### config.mk
export PLATFORM = sky130hd
export DESIGN_NAME = adc_scan_sequencer
export DESIGN_NICKNAME = d
export VERILOG_FILES = /design/src/rtl/adc_seq_pkg.sv /design/src/rtl/adc_seq_timer.sv /design/src/rtl/adc_scan_sequencer.sv
export SDC_FILE = /design/constraint.sdc
export NUM_CORES = 1
export LEC_CHECK = 0
export BUFFER_PORTS_ARGS = -buffer_cell sky130_fd_sc_hd__buf_2
export CAP_MARGIN = 20
export CORE_ASPECT_RATIO = 1.25
export CORE_MARGIN = 3
export CORE_UTILIZATION = 50
export DETAILED_ROUTE_END_ITERATION = 7
export PLACE_DENSITY = 0.8
export SLEW_MARGIN = 30
export SYNTH_ARGS = -nofsm -noshare
export SYNTH_HDL_FRONTEND = slang
export SYNTH_SLANG_ARGS = --single-unit
### constraint.sdc
create_clock -name clk12MHz -period 5.44 [get_ports clk12MHz]
set_input_delay 0 -clock clk12MHz [delete_from_list [all_inputs] [get_ports clk12MHz]]
set_output_delay 0 -clock clk12MHz [all_outputs]
set_load 0.05 [all_outputs]
### src/rtl/adc_seq_pkg.sv
// adc_seq_pkg: shared state encoding and 250 kbaud 8N1 link timing for adc_scan_sequencer.
package adc_seq_pkg;

  typedef enum logic [2:0] {
    IDLE,
    SEND,
    WAIT_HI,
    WAIT_LO,
    PUBLISH,
    GAP
  } seq_state_t;

  localparam logic [7:0] CMD_BASE_DEFAULT = 8'hA1;

  // One 8N1 frame is 10 bit times; a reply byte may take up to ~5 frames to arrive.
  localparam int CLK_HZ           = 12_000_000;
  localparam int BAUD             = 250_000;
  localparam int CLKS_PER_BIT     = CLK_HZ / BAUD;
  localparam int CLKS_PER_BYTE    = 10 * CLKS_PER_BIT;
  localparam int TIMEOUT_DEFAULT  = 5 * CLKS_PER_BYTE;
  localparam int SCAN_GAP_DEFAULT = CLK_HZ / 1000;

  localparam int TIMER_W = 16;

endpackage

### src/rtl/adc_seq_timer.sv
// adc_seq_timer: loadable down-counter; tc is high while the count sits at zero.
module adc_seq_timer
  import adc_seq_pkg::*;
#(
  parameter int W = TIMER_W
) (
  input  logic         clk12MHz,
  input  logic         resetn,
  input  logic         load,
  input  logic [W-1:0] load_value,
  output logic         tc
);

  logic [W-1:0] count;

  always_ff @(posedge clk12MHz or negedge resetn) begin
    if (!resetn) begin
      count <= '0;
    end else if (load) begin
      count <= load_value;
    end else if (count != '0) begin
      count <= count - W'(1);
    end
  end

  assign tc = (count == '0);

endmodule

### src/rtl/adc_scan_sequencer.sv
// adc_scan_sequencer: round-robin ADC command/reply scheduler over the UART link.
// Define ADC_SEQ_RETRY_EN to retry a channel once after its first reply timeout.
module adc_scan_sequencer
  import adc_seq_pkg::*;
#(
  parameter int         NUM_CH   = 4,
  parameter logic [7:0] CMD_BASE = CMD_BASE_DEFAULT,
  parameter int         SCAN_GAP = SCAN_GAP_DEFAULT,
  parameter int         TIMEOUT  = TIMEOUT_DEFAULT
) (
  input  logic              clk12MHz,
  input  logic              resetn,
  input  logic              enable,
  input  logic [NUM_CH-1:0] ch_mask,
  output logic [7:0]        tx_data,
  output logic              tx_valid,
  input  logic              tx_ready,
  input  logic [7:0]        rx_data,
  input  logic              rx_valid,
  output logic [15:0]       sample,
  output logic [1:0]        sample_ch,
  output logic              sample_valid,
  output logic              timeout_err,
  output logic              busy
);

  localparam logic [TIMER_W-1:0] REPLY_LOAD = TIMER_W'(TIMEOUT - 1);
  localparam logic [TIMER_W-1:0] GAP_LOAD   = TIMER_W'(SCAN_GAP - 1);

  seq_state_t         state, state_n;
  logic [1:0]         ch, ptr, next_ch, ptr_after;
  logic [7:0]         hi_byte;
  logic               sel_ch, latch_hi, latch_lo, timeout_n;
  logic               tmr_load, tmr_tc;
  logic [TIMER_W-1:0] tmr_value;
`ifdef ADC_SEQ_RETRY_EN
  logic               retried, set_retry, clr_retry;
`endif

  // First enabled channel at or after start, wrapping; ptr always holds (last + 1).
  function automatic logic [1:0] next_channel(input logic [1:0] start,
                                              input logic [NUM_CH-1:0] mask);
    logic [1:0] sel;
    logic       found;
    int         idx;
    sel   = start;
    found = 1'b0;
    for (int i = 0; i < NUM_CH; i++) begin
      idx = (int'(start) + i) % NUM_CH;
      if (!found && mask[idx[1:0]]) begin
        sel   = idx[1:0];
        found = 1'b1;
      end
    end
    return sel;
  endfunction

  assign next_ch   = next_channel(ptr, ch_mask);
  assign ptr_after = (next_ch == 2'(NUM_CH - 1)) ? 2'd0 : next_ch + 2'd1;

  always_ff @(posedge clk12MHz or negedge resetn) begin
    if (!resetn) begin
      state <= IDLE;
    end else begin
      state <= state_n;
    end
  end

  always_comb begin
    state_n   = state;
    sel_ch    = 1'b0;
    latch_hi  = 1'b0;
    latch_lo  = 1'b0;
    timeout_n = 1'b0;
    tmr_load  = 1'b0;
    tmr_value = '0;
`ifdef ADC_SEQ_RETRY_EN
    set_retry = 1'b0;
    clr_retry = 1'b0;
`endif
    case (state)
      IDLE: begin
        if (enable && (|ch_mask)) begin
          state_n = SEND;
          sel_ch  = 1'b1;
        end
      end
      SEND: begin
        if (tx_ready) begin
          state_n   = WAIT_HI;
          tmr_load  = 1'b1;
          tmr_value = REPLY_LOAD;
        end
      end
      // A byte arriving on the terminal-count cycle takes priority over the timeout.
      WAIT_HI, WAIT_LO: begin
        if (rx_valid) begin
          if (state == WAIT_HI) begin
            latch_hi  = 1'b1;
            state_n   = WAIT_LO;
            tmr_load  = 1'b1;
            tmr_value = REPLY_LOAD;
          end else begin
            latch_lo = 1'b1;
            state_n  = PUBLISH;
          end
        end else if (tmr_tc) begin
`ifdef ADC_SEQ_RETRY_EN
          if (!retried) begin
            state_n   = SEND;
            set_retry = 1'b1;
          end else begin
            state_n   = GAP;
            tmr_load  = 1'b1;
            tmr_value = GAP_LOAD;
            timeout_n = 1'b1;
            clr_retry = 1'b1;
          end
`else
          state_n   = GAP;
          tmr_load  = 1'b1;
          tmr_value = GAP_LOAD;
          timeout_n = 1'b1;
`endif
        end
      end
      PUBLISH: begin
        state_n   = GAP;
        tmr_load  = 1'b1;
        tmr_value = GAP_LOAD;
`ifdef ADC_SEQ_RETRY_EN
        clr_retry = 1'b1;
`endif
      end
      GAP: begin
        if (!enable || tmr_tc) begin
          state_n = IDLE;
        end
      end
      default: state_n = IDLE;
    endcase
  end

  always_ff @(posedge clk12MHz or negedge resetn) begin
    if (!resetn) begin
      ch          <= 2'd0;
      ptr         <= 2'd0;
      hi_byte     <= 8'h00;
      sample      <= 16'h0000;
      sample_ch   <= 2'd0;
      timeout_err <= 1'b0;
    end else begin
      timeout_err <= timeout_n;
      if (sel_ch) begin
        ch  <= next_ch;
        ptr <= ptr_after;
      end
      if (latch_hi) begin
        hi_byte <= rx_data;
      end
      if (latch_lo) begin
        sample    <= {hi_byte, rx_data};
        sample_ch <= ch;
      end
    end
  end

`ifdef ADC_SEQ_RETRY_EN
  always_ff @(posedge clk12MHz or negedge resetn) begin
    if (!resetn) begin
      retried <= 1'b0;
    end else if (clr_retry || sel_ch) begin
      retried <= 1'b0;
    end else if (set_retry) begin
      retried <= 1'b1;
    end
  end
`endif

  adc_seq_timer #(.W(TIMER_W)) u_timer (
    .clk12MHz   (clk12MHz),
    .resetn     (resetn),
    .load       (tmr_load),
    .load_value (tmr_value),
    .tc         (tmr_tc)
  );

  // tx_data is derived from ch, which only moves in IDLE, so it is stable throughout SEND.
  assign tx_valid     = (state == SEND);
  assign tx_data      = tx_valid ? (CMD_BASE + {6'd0, ch}) : 8'h00;
  assign sample_valid = (state == PUBLISH);
  assign busy         = (state != IDLE) && (state != GAP);

endmodule

==> impl_metrics.env, run 1 <==
export IMPL_status="finished clean"
export IMPL_min_period_ns=2.07
export IMPL_synth_xor_area_share_pct=4.59
export IMPL_gp_congestion=0.835
export IMPL_dr_wl_met2_um=2420
export IMPL_rsz0062_at_grt="false"
export IMPL_path_cells="or3_1 -> or3b_4 -> nor3_1 -> nor2b_1 -> o311ai_0"
export IMPL_port_buffers=43
export IMPL_critPathLaunchType="flop"
export IMPL_cp_top_family="simple AND/OR/NAND/NOR gates"
export IMPL_yosysWarnings=0
export IMPL_max_freq_mhz=484
export IMPL_crit_arrival_ns=2.26
export IMPL_critical_path_class="reg -> reg"
export IMPL_gr_total_overflow=0
export IMPL_cts_sinks=50
export IMPL_drv_slew=0
export IMPL_cts_root_buf="clkbuf_8"
export IMPL_crit_path_end_kind="flop"
export IMPL_slowest_delay_ns=0.50
export IMPL_hold_path_class="in -> reg"
export IMPL_row_count=28
export IMPL_drive_above_1_share_pct=30.9
export IMPL_grt_pass1_wl_um=8160
export IMPL_synth_seq_cells=50
export IMPL_wl_met3_um=193
export IMPL_antenna_found_initial=0
export IMPL_synth_top_area_cell="dfrtp_1"
export IMPL_crit_slowest_cell="or3b_4"
export IMPL_drt_vias_per_instance=5.34
export IMPL_synth_fa_ha_area_share_pct=2.02
export IMPL_area_sequential_um2=1250
export IMPL_synth_compound_area_share_pct=7.71
export IMPL_fp_dieW_um=69.0
export IMPL_pin_count=47
export IMPL_worstPathRequired_ns=5.63
export IMPL_p_total_mw=1.72
export IMPL_tns_ns=0
export IMPL_wl_met1_um=2030
export IMPL_die_area_um2=5850
export IMPL_ant_nets=0
export IMPL_synth_edf_count=0
export IMPL_wl_um=4700
export IMPL_critPathMaxFanout=13
export IMPL_cts_setup_buffers=0
export IMPL_synth_top_family_by_area="simple AND/OR/NAND/NOR gates"
export IMPL_synthSimpleGateAreaFrac_pct=17.5
export IMPL_drv_cap=0
export IMPL_syn2layout_area_growth_pct=17.6
export IMPL_dominantRegCellSynth="dfrtp_1"
export IMPL_clk_pin_slew_worst_paths_ns=0.10
export IMPL_nFillCells=406
export IMPL_max_slew_margin_pct=58.0
export IMPL_clkLatencyLatePin_ns=0.30
export IMPL_clock_skew_ns=0.00890
export IMPL_cts_tree="done"
export IMPL_hold_ws_ns=0.0673
export IMPL_die_h_um=84.8
export IMPL_synth_top_area_share_pct=50.4
export IMPL_cts_buffers=5
export IMPL_yosysSeqAreaShare_pct=50.4
export IMPL_drtIter0Drc=84
export IMPL_num_vias=1789
export IMPL_multiInputGateArea_um2=1150
export IMPL_fin_area_um2=2920
export IMPL_design_core_area_um2=4760
export IMPL_p_leak_nw=1.36
export IMPL_timing_worst_slew_pin_value_ns=0.631
export IMPL_power_density_nw_per_um2=587
export IMPL_synth_cell_type_count=42
export IMPL_synth_area_leaders="dfrtp_1 (50%), mux2_2 (13%), xor2_1 (2.8%)"
export IMPL_synth_mux_area_share_pct=13.6
export IMPL_diodes=0
export IMPL_nets=295
export IMPL_mappedNetlistArea_um2=2480
export IMPL_grt_pass1_vias=1844
export IMPL_h_tree_depth=2
export IMPL_drc=0
export IMPL_top_layer_used="met4"
export IMPL_globalRouteTotalUtil_pct=17.0
export IMPL_peakVddDrop_uv=396
export IMPL_final_hold_viol_count=0
export IMPL_synthArstFlopShare_pct=100
export IMPL_syn_avg_cell_area_um2=11.0
export IMPL_setup_viol=0
export IMPL_drt_first_pass_iters=4
export IMPL_syn_inst=225
export IMPL_placed_cell_area_um2=2710
export IMPL_cts_buffer_depth=2
export IMPL_period_share_pct=38.0
export IMPL_initial_core_util_pct=52.1
export IMPL_grt_max_degree=51
export IMPL_avgRoutedWirePerCell_um=14.0
export IMPL_place_ws_ns=3.27
export IMPL_path_buf_inv=0
export IMPL_dp_final_hpwl_um=3280
export IMPL_setup_ws_ns=3.37
layout make-up:
| cell class | instances | share of cell area (%) |
|---|---|---|
| clock buffers | 6 | 2.83 |
| clock inverters | 2 | 0.557 |
| inverters | 6 | 0.771 |
| multi-input cells | 158 | 39.5 |
| flip-flops and latches | 50 | 42.8 |
| well taps | 60 | 2.57 |
| repair buffers | 53 | 10.9 |
metal layers:
metal | vias up | global-route usage, %
met5 | - | 0
met4 | 0 | 6.22
met3 | 6 | 3.71
met2 | 33 | 29.7
met1 | 869 | 20.5
li1 | 881 | -
where the power goes:
part           switching [mW]  leakage [nW]  total [mW]  internal, mW
combinational           0.558         0.708       0.834         0.276
sequential              0.130         0.603       0.650         0.520
clock                   0.127        0.0478       0.232         0.105
cell usage in the layout (no fill, tap or decap), types with 3 or more instances in the layout:
master	synthesis	final
xnor2_1	5	5
o211ai_1	3	3
nand3_1	5	5
dlygate4sd3_1	0	9
buf_2	2	42
conb_1	1	3
clkbuf_8	0	6
nor3_1	9	9
o21ai_0	9	9
nor2_1	14	14
or3_1	4	4
dfrtp_1	50	50
nor2b_1	6	6
xor2_1	8	8
nand2b_1	3	3
and3_1	5	5
ha_1	4	4
inv_1	6	6
a21oi_1	7	7
mux2_2	29	29
nand2_1	18	18
tightest hold or removal path, cell delays in order:
cell and delay (ns):
buf_2 0.14, nand3b_1 0.12, a21oi_1 0.07
kinds of logic (layout without fill, tap and decap cells):
| logic type | after synthesis | after routing |
|---|---|---|
| AND/OR/NAND/NOR | 77 | 77 |
| flip-flops | 50 | 50 |
| AO/OA/AOI/OAI | 31 | 31 |
| multiplexers | 30 | 30 |
| buffers and inverters | 19 | 67 |
| XOR/XNOR | 13 | 13 |
| adder cells (fa/ha/maj) | 4 | 4 |
| other | 1 | 3 |
path summary, 6_finish.rpt:
kind                                     to  cells past startpoint              start  slack (ns)
max in group asynchronous          state[1]                      2             resetn        4.77
min in group asynchronous  u_timer.count[4]                      2             resetn        0.25
hold / removal                     state[1]                      3           rx_valid        0.07
setup / recovery           u_timer.count[6]                      5  u_timer.count[12]        3.37
setup reg to reg           u_timer.count[6]                      5  u_timer.count[12]        3.37
hold reg to reg                   sample[4]                      1          sample[4]        0.51
registers in the layout (all words and copies together) (netlist names):
signal and cells:
ch 2, hi_byte 8, ptr 2, sample 16
sample_ch 2, state 3, timeout_err 1, u_timer.count 16
stage by stage:
| stage | util [%] | cells |
|---|---|---|
| detailed placement | 56.9 | 317 |
| CTS | 60.9 | 334 |
| global route | 61.3 | 335 |
| finish | 61.3 | 335 |
| global placement | 56.9 | 317 |
| floorplan | - | 227 |
cell usage after synthesis (all sizes together), types with 2 or more instances:
master and n:
nor3 9, nor2b 6, nand2 18, and3b 2, o211ai 3, mux2 29
nand3b 2, dfrtp 50, or3 4, inv 6, nand2b 3, nor2 14
buf 8, xor2 8, a211oi 2, o21ai 11, clkbuf 5, ha 4
and3 5, nand3 5, a21oi 7, nor4 3, xnor2 5, o31ai 2
what timing repair did:
item / in CTS / in global routing
endpoints found under the setup margin: 0 / 0
hold endpoints to repair: 66 / 0
hold buffers: 9 / 0
gates resized for setup: 0 / 0
No activity file was read; power rests on OpenSTA's default activity.
==> run 2: changes to the inputs <==
==> constraint.sdc (replaced) <==
create_clock -name clk12MHz -period 2 [get_ports clk12MHz]
set_input_delay 0 -clock clk12MHz [delete_from_list [all_inputs] [get_ports clk12MHz]]
set_output_delay 0 -clock clk12MHz [all_outputs]
set_load 0.05 [all_outputs]
==> run 2 against run 1 <==
Via count grew 4.4%. Global-route usage grew 0.55 points. Clock skew shrank 0.0043 ns. Critical endpoint is now state[2].
==> impl_metrics.env, run 2 (synthesized netlist as in run 1, its figures left out) <==
export IMPL_status="finished clean"
export IMPL_antenna_found_initial=0
export IMPL_critPathMaxFanout=12
export IMPL_min_period_ns=1.93
export IMPL_p_int_mw=2.62
export IMPL_power_switching_mw=2.24
export IMPL_ant_nets=0
export IMPL_drc=0
export IMPL_num_vias=1868
export IMPL_path_buf_inv=1
export IMPL_grt_pass1_wl_um=8210
export IMPL_critPathLaunchType="flop"
export IMPL_hold_path_class="in -> reg"
export IMPL_port_buffers=43
export IMPL_wl_um=4930
export IMPL_slowest_delay_ns=0.48
export IMPL_comb_power_share_pct=49.9
export IMPL_gr_total_overflow=0
export IMPL_drtIter0Drc=98
export IMPL_layout_cells_most_common="dfrtp_1"
export IMPL_cts_root_buf="clkbuf_8"
export IMPL_p_sw_share_pct=46.1
export IMPL_diodes=0
export IMPL_final_cell_mix="dfrtp_1 (50), buf_2 (43), mux2_2 (29)"
export IMPL_worstPathRequired_ns=2.24
export IMPL_design_core_area_um2=4760
export IMPL_p_leak_nw=1.44
export IMPL_critical_path_class="reg -> reg"
export IMPL_globalRouteTotalUtil_pct=17.5
export IMPL_placed_cell_area_um2=2800
export IMPL_grt_max_degree=51
export IMPL_hold_depth=3
export IMPL_syn2layout_area_growth_pct=22.6
export IMPL_final_hold_viol_count=0
export IMPL_max_slew_margin_pct=59.8
export IMPL_max_freq_mhz=519
export IMPL_cp_top_family="simple AND/OR/NAND/NOR gates"
export IMPL_r2r_cells=6
export IMPL_min_to="state[1]"
export IMPL_cts_buffer_depth=2
export IMPL_largest_registers="sample: 16 flops, u_timer.count: 16 flops, hi_byte: 8 flops"
export IMPL_sequentialPowerShare_pct=35.2
export IMPL_crit_arrival_ns=2.17
export IMPL_cts_tree="done"
export IMPL_tns_ns=0
export IMPL_die_area_um2=5850
export IMPL_cts_buffers=5
export IMPL_clk_pin_slew_worst_paths_ns=0.09
export IMPL_pin_count=47
export IMPL_avgRoutedWirePerCell_um=14.3
export IMPL_r2r_start="u_timer.count[13]"
export IMPL_h_tree_depth=2
export IMPL_drv_slew=0
export IMPL_p_total_mw=4.86
export IMPL_drive_above_1_share_pct=35.8
export IMPL_setup_viol=0
export IMPL_stdcell_count=345
export IMPL_drv_cap=0
export IMPL_dp_cells=328
export IMPL_fp_dieW_um=69.0
export IMPL_grt_pass1_vias=1832
export IMPL_clock_skew_ns=0.00460
export IMPL_clkLatencyLatePin_ns=0.30
export IMPL_timing_worst_slew_pin_value_ns=0.604
export IMPL_power_density_nw_per_um2=1600
export IMPL_dp_final_hpwl_um=3590
export IMPL_peakVddDrop_uv=1150
export IMPL_crit_slowest_cell="or3b_4"
export IMPL_row_count=28
export IMPL_crit_path_end_kind="flop"
export IMPL_initial_core_util_pct=52.1
export IMPL_drt_first_pass_iters=5
export IMPL_period_share_pct=96.3
export IMPL_gp_congestion=0.876
export IMPL_drt_vias_per_instance=5.41
export IMPL_cts_sinks=50
export IMPL_min_from="rx_valid"
export IMPL_r2r_setup_slack_ns=0.07
export IMPL_fin_area_um2=3040
export IMPL_path_cells="or3_1 -> or3b_4 -> buf_4 -> nor4_4 -> a21oi_1 -> nand3_1"
export IMPL_r2r_end="state[2]"
export IMPL_post_route_util_pct=63.9
export IMPL_nets=305
export IMPL_die_h_um=84.8
export IMPL_clockPowerShare_pct=14.9
==> run 2: cell count changes in the layout (fill, tap and decap cells not counted), moves of 2 or more <==
| cell | change |
|---|---|
| buf_4 | +10 |
| nand2b_1 | -2 |
| nand2b_4 | +2 |
| nor3_1 | -2 |
==> run 2: worst max-delay path by stage <==
stage | slack (ns) | end | cells past startpoint | from
floorplan | 0.14 | u_timer.count[4] | 6 | u_timer.count[12]
global placement | 0.07 | u_timer.count[13] | 5 | u_timer.count[13]
detailed placement | -0.006 | u_timer.count[1] | 5 | u_timer.count[13]
CTS | 0.03 | u_timer.count[1] | 5 | u_timer.count[13]
global route | -0.05 | u_timer.count[4] | 5 | u_timer.count[7]
finish | 0.07 | state[2] | 6 | u_timer.count[13]
==> run 2: what timing repair did <==
action                                 4_1_cts  5_1_grt
resized for setup                            2        5
hold buffers                                 9        0
setup buffers                                0        0
pin swaps                                    0        2
endpoints found under the hold margin       66        0
setup endpoints to repair                    3       14
==> run 2: worst register-to-register path, delay by kind of cell (launching register included) <==
family	cells	cell delay (ns)
simple gates	4	1.20
flops	1	0.41
buf+inv	1	0.19
compound gates	1	0.07
==> run 2: cell type report <==
cell class | count | area, um^2
sequential | 50 | 1250
fill | 374 | 1720
timing repair buffer | 63 | 388
inverter | 6 | 22.5
clock buffer | 5 | 68.8
tap | 60 | 75.1
clock inverter | 3 | 47.5
multi-input combinational | 158 | 1190
==> run 2: metal layers <==
layer,vias to the layer above,share of wire (%),routed length [um],global-route usage (%)
met5,-,0,0,0
met4,0,1.7,82,7.64
met3,9,5.0,248,5.15
met2,46,51,2520,29.1
met1,906,42,2080,21.2
li1,907,-,-,-
==> run 2: per-stage QoR <==
step / setup slack (ns) / hold slack [ns]
CTS: 0.0254 / 0.0344
global route: -0.0480 / 0.0500
global placement: 0.0692 / 0.136
floorplan: 0.136 / -0.296
finish: 0.0733 / 0.0471
detailed placement: -0.00583 / 0.135
==> run 2: power by group through the flow <==
| stage | Sequential, mW | Combinational, mW | Clock (mW) |
|---|---|---|---|
| 2_1_floorplan | 2.28 | 1.29 | 0 |
| 3_3_place_gp | 1.71 | 2.35 | 0 |
| 3_5_place_dp | 1.73 | 2.40 | 0 |
| 4_1_cts | 1.71 | 2.42 | 0.745 |
| 5_1_grt | 1.76 | 2.61 | 0.790 |
| 6_report | 1.71 | 2.42 | 0.723 |
==> run 3: changes to the inputs <==
==> constraint.sdc (replaced) <==
create_clock -name clk12MHz -period 2.3 [get_ports clk12MHz]
set_input_delay 0 -clock clk12MHz [delete_from_list [all_inputs] [get_ports clk12MHz]]
set_output_delay 0 -clock clk12MHz [all_outputs]
set_load 0.05 [all_outputs]
==> run 3 against run 2 <==
Flip-flop and latch count unchanged. Die area unchanged. Sequential power decreased by 11%. Total power decreased by 16%. Clock power decreased by 17%. Combinational power decreased by 19%. Via count decreased by 3.7%. First-iteration DRC count decreased by 14%. Setup slack improved by 0.18 ns. Global-route usage increased by 0.22 points. Fmax decreased by 5.9%. Sequential share of layout area increased by 1.5 points.
==> impl_metrics.env, run 3 (synthesized netlist as in run 1, its figures left out) <==
export IMPL_rsz0062_at_grt="false"
export IMPL_sequentialPowerShare_pct=37.3
export IMPL_period_share_pct=89.0
export IMPL_p_int_mw=2.20
export IMPL_fin_area_um2=2940
export IMPL_peakVddDrop_uv=869
export IMPL_crit_arrival_ns=2.24
export IMPL_syn2layout_area_growth_pct=18.3
export IMPL_cts_buffers=5
export IMPL_power_switching_mw=1.90
export IMPL_grt_pass1_wl_um=8370
export IMPL_globalRouteTotalUtil_pct=17.8
export IMPL_top_layer_used="met4"
export IMPL_initial_core_util_pct=52.1
export IMPL_path_cells="or3_1 -> or3b_4 -> nor3_1 -> nand2b_1 -> nor2_1"
export IMPL_final_cell_mix="dfrtp_1 (50), buf_2 (43), mux2_2 (29)"
export IMPL_post_route_util_pct=61.7
export IMPL_max_freq_mhz=488
export IMPL_die_h_um=84.8
export IMPL_drt_first_pass_iters=4
export IMPL_nFillCells=421
export IMPL_critPathMaxFanout=13
export IMPL_comb_power_share_pct=48.1
export IMPL_gr_total_overflow=0
export IMPL_grt_pass1_vias=1883
export IMPL_ant_nets=0
export IMPL_clkLatencyLatePin_ns=0.31
export IMPL_drc=0
export IMPL_p_sw_share_pct=46.3
export IMPL_hold_path_class="in -> reg"
export IMPL_drv_slew=0
export IMPL_cts_root_buf="clkbuf_8"
export IMPL_worstPathRequired_ns=2.49
export IMPL_cp_top_family="simple AND/OR/NAND/NOR gates"
export IMPL_crit_slowest_cell="or3b_4"
export IMPL_pin_count=47
export IMPL_nets=298
export IMPL_h_tree_depth=2
export IMPL_status="finished clean"
export IMPL_cts_hold_buffers=9
export IMPL_row_count=28
export IMPL_drv_cap=0
export IMPL_wl_met3_um=207
export IMPL_drive_above_1_share_pct=31.7
export IMPL_final_hold_viol_count=0
export IMPL_gp_congestion=0.883
export IMPL_die_area_um2=5850
export IMPL_critPathLaunchType="flop"
export IMPL_dp_final_hpwl_um=3470
export IMPL_clock_skew_ns=0.00946
export IMPL_drtIter0Drc=84
export IMPL_cts_sinks=50
export IMPL_design_core_area_um2=4760
export IMPL_wl_met1_um=2080
export IMPL_crit_path_end_kind="flop"
export IMPL_drt_vias_per_instance=5.32
export IMPL_port_buffers=43
export IMPL_clockPowerShare_pct=14.6
export IMPL_largest_registers="sample: 16 flops, u_timer.count: 16 flops, hi_byte: 8 flops"
export IMPL_critical_path_class="reg -> reg"
export IMPL_wl_um=4820
export IMPL_dr_wl_met2_um=2410
export IMPL_diodes=0
export IMPL_setup_viol=0
export IMPL_cts_tree="done"
export IMPL_power_density_nw_per_um2=1400
export IMPL_cts_buffer_depth=2
export IMPL_cts_setup_buffers=0
export IMPL_grt_max_degree=41
export IMPL_clk_pin_slew_worst_paths_ns=0.08
export IMPL_fp_dieW_um=69.0
export IMPL_path_buf_inv=0
export IMPL_min_period_ns=2.05
export IMPL_tns_ns=0
export IMPL_num_vias=1799
export IMPL_r2r_setup_slack_ns=0.25
export IMPL_avgRoutedWirePerCell_um=14.3
export IMPL_layout_cells_most_common="dfrtp_1"
export IMPL_cts_resized=0
export IMPL_antenna_found_initial=0
export IMPL_slowest_delay_ns=0.50
export IMPL_placed_cell_area_um2=2740
export IMPL_p_leak_nw=1.38
## run 3: changes by cell type in the layout (fill, tap and decap cells not counted), sizes merged
cell and delta:
buf -7, clkinv +2, inv -2
## run 3: worst reg2reg max path, stage by stage (launching register included)
cell and delay [ns]:
dfrtp_1 0.42, or3_1 0.40, or3b_4 0.50, nor3_1 0.31, nand2b_1 0.23, nor2_1 0.07
## run 3: metrics by stage
stage                     total power [mW]  std cells  hold slack (ns)  setup WS (ns)
after floorplan                       3.09        227           -0.296          0.112
after global placement                3.46        321           -0.124          0.330
after detailed placement              3.51        321           -0.121          0.271
after CTS                             4.14        338           0.0441          0.252
after global routing                  4.37        338           0.0659         0.0716
final                                 4.10        338           0.0543          0.252
## run 3: cell type report
class / instances / area [um^2] / share of cell area [%]
clock buffers: 5 / 68.8 / 2.34
clock inverters: 3 / 40.0 / 1.36
inverters: 6 / 22.5 / 0.767
multi-input cells: 158 / 1140 / 39.0
flip-flops and latches: 50 / 1250 / 42.6
well taps: 60 / 75.1 / 2.56
repair buffers: 56 / 335 / 11.4
## run 3: path summary, 6_finish.rpt
kind	cells after the start	endpoint	start
worst max-delay path	5	u_timer.count[15]	u_timer.count[12]
worst min-delay path	3	state[1]	rx_valid
worst max register to register	5	u_timer.count[15]	u_timer.count[12]
worst min register to register	1	sample[15]	hi_byte[7]
max in group asynchronous	3	hi_byte[5]	resetn
min in group asynchronous	2	u_timer.count[7]	resetn
## run 3: layer usage
metal	GRT usage, %	up-vias
met5	0	-
met4	7.99	0
met3	4.19	12
met2	29.4	38
met1	22.0	866
li1	-	883
## run 3: power groups by stage
stage,Clock [mW],Sequential (mW),Combinational [mW]
final,0.600,1.53,1.97
after global routing,0.658,1.58,2.13
after CTS,0.617,1.53,1.99
after detailed placement,0,1.54,1.97
after global placement,0,1.53,1.93
after floorplan,0,1.98,1.11
